===== config.mk =====
export PLATFORM = sky130hd
export DESIGN_NAME = icache_responder
export DESIGN_NICKNAME = d
export VERILOG_FILES = /design/src/rtl/icache_responder.sv
export SDC_FILE = /design/constraint.sdc
export NUM_CORES = 2
export LEC_CHECK = 0
export BUFFER_PORTS_ARGS = -buffer_cell sky130_fd_sc_hd__buf_2
export CORE_ASPECT_RATIO = 0.9
export CORE_MARGIN = 1.5
export CORE_UTILIZATION = 35
export CTS_CLUSTER_DIAMETER = 30
export DETAILED_ROUTE_END_ITERATION = 16
export GPL_TIMING_DRIVEN = 0
export PLACE_DENSITY = 0.47
export SYNTH_ARGS = -nofsm -noshare
export SYNTH_HDL_FRONTEND = slang
export SYNTH_SLANG_ARGS = --single-unit

===== constraint.sdc =====
create_clock -name clk -period 8.55 [get_ports clk]
set_clock_uncertainty 0.1 [all_clocks]
set_input_delay 0.855 -clock clk [delete_from_list [all_inputs] [get_ports clk]]
set_output_delay 0.855 -clock clk [all_outputs]
set_load 0.03 [all_outputs]

===== src/rtl/icache_responder.sv =====
// Direct-mapped instruction cache in front of the fetch stage.
// A miss stalls fetch while the 4-word line is refilled from a request/valid memory burst.
module icache_responder #(
    parameter int LINES = 16
) (
    input  logic        clk,
    input  logic        rst,
    input  logic [31:0] iAddr,
    output logic [31:0] Instr,
    output logic        Stall,
    input  logic        Inv,
    output logic        MemReq,
    output logic [31:0] MemAddr,
    input  logic        MemValid,
    input  logic [31:0] MemData
);
    localparam int L  = $clog2(LINES);
    localparam int TW = 28 - L;

    typedef enum logic {IDLE, REFILL} state_t;

    state_t           state_q, state_d;
    logic [31:0]      data_q [LINES][4];
    logic [TW-1:0]    tag_q  [LINES];
    logic [LINES-1:0] valid_q, valid_d;
    logic [27:0]      base_q, base_d;
    logic [1:0]       cnt_q, cnt_d;
    logic             pend_q, pend_d;

    logic [L-1:0]     idx, ridx;
    logic [TW-1:0]    tag, rtag;
    logic [1:0]       off;
    logic             hit;
    logic             last;
    logic             unused_addr;

    assign idx         = iAddr[3+L:4];
    assign tag         = iAddr[31:4+L];
    assign off         = iAddr[3:2];
    assign unused_addr = ^iAddr[1:0];

    // Refill target comes only from the base latched at the miss.
    assign ridx = base_q[L-1:0];
    assign rtag = base_q[27:L];

    assign hit     = valid_q[idx] && (tag_q[idx] == tag);
    assign Instr   = data_q[idx][off];
    assign MemAddr = {base_q, 4'b0000};
    assign last    = (state_q == REFILL) && MemValid && (cnt_q == 2'd3);

    always_comb begin
        state_d = state_q;
        valid_d = valid_q;
        base_d  = base_q;
        cnt_d   = cnt_q;
        pend_d  = pend_q;
        Stall   = 1'b1;
        MemReq  = 1'b0;
        case (state_q)
            IDLE: begin
                Stall = ~hit;
                if (Inv) begin
                    valid_d = '0;
                end
                if (!hit) begin
                    state_d = REFILL;
                    base_d  = iAddr[31:4];
                    cnt_d   = 2'd0;
                end
            end
            REFILL: begin
                MemReq = 1'b1;
                if (Inv) begin
                    pend_d = 1'b1;
                end
                if (MemValid) begin
                    cnt_d = cnt_q + 2'd1;
                    if (cnt_q == 2'd3) begin
                        state_d = IDLE;
                        pend_d  = 1'b0;
                        // An invalidate seen at any point of the burst also drops the new line.
                        if (pend_q || Inv) begin
                            valid_d = '0;
                        end else begin
                            valid_d[ridx] = 1'b1;
                        end
                    end
                end
            end
            default: state_d = IDLE;
        endcase
    end

    always_ff @(posedge clk) begin
        if (rst) begin
            state_q <= IDLE;
            valid_q <= '0;
            base_q  <= '0;
            cnt_q   <= 2'd0;
            pend_q  <= 1'b0;
        end else begin
            state_q <= state_d;
            valid_q <= valid_d;
            base_q  <= base_d;
            cnt_q   <= cnt_d;
            pend_q  <= pend_d;
        end
    end

    always_ff @(posedge clk) begin
        if (state_q == REFILL && MemValid) begin
            data_q[ridx][cnt_q] <= MemData;
        end
        if (last) begin
            tag_q[ridx] <= rtag;
        end
    end

endmodule


==> implementation parameters <==
Parameter                              Value

Outcome
  Run status ... finished, final reports clean

Final layout
  Layout cells sized above 1 ... a little under two fifths
  Final net count ... 4,808
  Post-Layout Cell Count ... roughly 8,700
  Signed area change from the synthesized netlist to the final layout ... 26.8%

Worst setup path
  Combined buffer and inverter count along the critical path ... 9
  Slowest stage cell, crit path ... sky130_fd_sc_hd__a211oi_1
  Worst r2r dst ... data_q[8][5]
  Slack of the worst reg-to-reg path ... 4.46 ns
  Source of the worst register-to-register timing path ... state_q
  Number of cells traversed by the worst register-to-register path ... 6
  Critical path's top delay family ... buffers and inverters
  Highest cell delay on the worst timing path ... between 1 and 1.5 ns
  Endpoint type of the worst setup path ... output pin
  Crit path DAT ... around 7.1 ns
  Category of the most critical setup path ... input port to output pin
  Series of cell instances along the critical path ... buf_2 > buf_4 > buf_2 > buf_2 > buf_2 > buf_2 > buf_2 > buf_1 > mux4_2 > nor2b_1 > a211oi_1 > a31oi_1 > buf_2
  Launching element type of the critical path ... input port
  Required time at the worst-slack endpoint ... ~7.6 ns
  Maximum fanout count along the critical path ... 10
  Critical path's most frequent cell ... sky130_fd_sc_hd__buf_2

Pwr
  Worst vdd ir ... 148 uV
  Leakage component of the power ... roughly 40 nW
  Pwr Total ... 0.0349 W
  Pwr/cell area ... between 200 and 300 nW/um^2

Drt
  Drt first pass iters ... 5
  Number of nets still failing antenna checks after routing ... 0
  Routed vias ... about 47,000
  Total Routed Length ... roughly 290,000 um
  Count of routing violations after the opening detailed-route iteration ... 5,184
  Average wire per cell in the routed design ... 33.0 um
  Detailed-route vias per instance ... between 5 and 6
  Number of design rule violations left after detail routing ... 0

Worst hold path
  Worst hold path cell count ... 3
  Path class of the lowest-slack min-delay path ... input port to flop
  Worst min-delay path endpoint ... base_q[15]
  Hold Path Origin ... iAddr[19]

Clock network
  Number of buffers on the longest clock path ... 4
  H-tree depth reported by CTS ... 6
  Hold bufs inserted after CTS ... 0
  # Post-CTS Setup Buffers ... 0
  Clock Sink Count ... approximately 2,500
  Number of buffers created by CTS ... 533
  Buffer type at the clock tree root ... sky130_fd_sc_hd__clkbuf_16
  Clock-pin slew on the worst setup and hold paths ... approximately 0.050 ns
  TritonCTS clock tree ... built
  Post_cts resized ... 0
  Clock latency at the later pin of the worst-skew pair ... 0.90 ns

Floorplanning
  Initial Utilization ... around a third
  Floorplan die area ... between 200,000 and 300,000 sq um
  CORE AREA ... about 270,000 sq um
  Number of I/O pins ... about 130
  Placement row count ... approximately 180
  Horizontal die dimension ... around 550 um
  Die outline height ... approximately 500 um

GRT
  Gr ovfl total ... 0
  Overall track demand over capacity in global routing ... 20.8%
  Maximum number of pins on one net before global-route repair ... 65
  Via count of the first global-routing pass ... between 40,000 and 50,000
  Global-route wire length before repair ... approximately 400,000 um
  Initial antenna violation count ... 20

Yosys
  Yosys top cell area share ... around three quarters
  Count of distinct cell types in the synthesized netlist ... 60
  Top-count cell post-synth ... sky130_fd_sc_hd__edfxtp_1
  Flops & latches, synth ... roughly 2,500
  Post-synth top cells ... 2,432 x sky130_fd_sc_hd__edfxtp_1, 737 x sky130_fd_sc_hd__mux4_2, 114 x sky130_fd_sc_hd__mux2i_1
  Count of flip-flops with a built-in enable after synthesis ... between 2,000 and 2,500
  Biggest area consumer among synthesized cells ... sky130_fd_sc_hd__edfxtp_1
  Total standard cell area after synthesis ... roughly 95,000 sq um
  Main flop type after synthesis ... sky130_fd_sc_hd__edfxtp_1
  Number of warnings reported in the yosys synthesis log ... 0
  Fraction of registers with async set or reset after synthesis ... 0%
  Synthesized area per cell ... 24.0 sq um
  Register area share after synthesis ... between 70% and 80%
  Post-synthesis instance total ... ~4,000
  Top cells by area, synth ... sky130_fd_sc_hd__edfxtp_1 77%, sky130_fd_sc_hd__mux4_2 17%, sky130_fd_sc_hd__mux2i_1 1.2%

Timing
  RSZ-0062 raised after global routing ... false
  # setup viols final ... 0
  Hold WS ... 0.182 ns
  Hold Vio Cnt, Final ... 0
  Relative slew slack ... ~3.2%
  Tcrit/Tclk final ... 93.6%
  Fmax ... 0.125 GHz
  Actual slew at the worst max-slew pin ... roughly 1.5 ns
  Total count of max-transition violations in the final report ... 0
  Tmin final ... 8.00 ns
  Worst setup margin ... 0.546 ns

Job
  Max-cap check violation count ... 0

Placement
  DP Wirelength ... 184,000 um
  RD Place Congestion ... 0.816
  Total of buffers placed on input and output ports ... between 100 and 150
  Dpl ws ... between 0.5 and 0.6 ns
  Number of placed cells counting well taps ... slightly below 8,000
## tightest hold or removal path, delay by kind of cell
family / cells / cell delay [ns]
buffers and inverters: 1 / 0.13
muxes: 1 / 0.06
and+or+nand+nor: 1 / 0.07
## flip-flops by register name (all words and copies together), names as in the netlist
signal,flops
pend_q,1
cnt_q,2
data_q,2048
tag_q,384
base_q,28
state_q,1
valid_q,16
## final cells by class
type,instances,area (sq um)
diodes,7,17.5
plain buffers,209,1040
clock buffers,621,13900
clock inverters,343,3700
fillers,22800,150000
inverters,14,52.6
multi-input cells,1270,20800
flip-flops and latches,2480,74000
well taps,3568,4460
repair buffers,228,2930
## power by group
part           switching, W  internal (W)
logic              0.000923      0.000498
clock network       0.00655        0.0135
registers         0.0000461        0.0134
## worst max-delay path by stage
stage                     startpoint  slack, ns  cells after the start           end
after detailed placement    iAddr[6]       0.60                     13     Instr[26]
final                       iAddr[6]       0.55                     13     Instr[26]
after CTS                   iAddr[6]       0.59                     13     Instr[26]
after global routing        iAddr[6]       0.52                     13     Instr[26]
after global placement      MemValid      -0.94                      4  data_q[8][2]
after floorplan             iAddr[5]       3.78                     10     Instr[13]
## cell usage in the layout, fill, tap and decap left out, types with 48 or more instances in the layout
cell                        count
sky130_fd_sc_hd__edfxtp_1    2432
sky130_fd_sc_hd__mux4_2       737
sky130_fd_sc_hd__clkbuf_16    544
sky130_fd_sc_hd__buf_2        191
sky130_fd_sc_hd__clkbuf_1     144
sky130_fd_sc_hd__mux2i_1      114
sky130_fd_sc_hd__clkinv_2      92
sky130_fd_sc_hd__buf_12        84
sky130_fd_sc_hd__clkinv_1      74
sky130_fd_sc_hd__nor2_4        64
sky130_fd_sc_hd__nand2b_1      63
sky130_fd_sc_hd__bufinv_16     60
sky130_fd_sc_hd__dfxtp_1       48
## per-stage QoR
stage               util, %  setup TNS [ns]  cell area [sq um]
floorplan                 -               0              95400
global placement       37.1         -299.65             100000
detailed placement     38.1               0             103000
CTS                    44.7               0             121000
global route           44.7               0             121000
finish                 44.7               0             121000
## cell families after synthesis
group,share of synthesized area (%)
adder cells (fa/ha/maj),0.0525
flip-flops,77.6
buffers and inverters,1.14
AO/OA/AOI/OAI,0.722
AND/OR/NAND/NOR,1.47
other,0.00393
XOR/XNOR,0.220
multiplexers,18.8
## per-layer routing
metal,up-vias,routed length (um),track usage (%)
li1,18900,-,-
met1,26200,131000,30.4
met2,1788,132000,31.8
met3,411,18400,4.09
met4,2,7110,5.83
met5,-,19,0
Power figures use the tool's default switching activity.
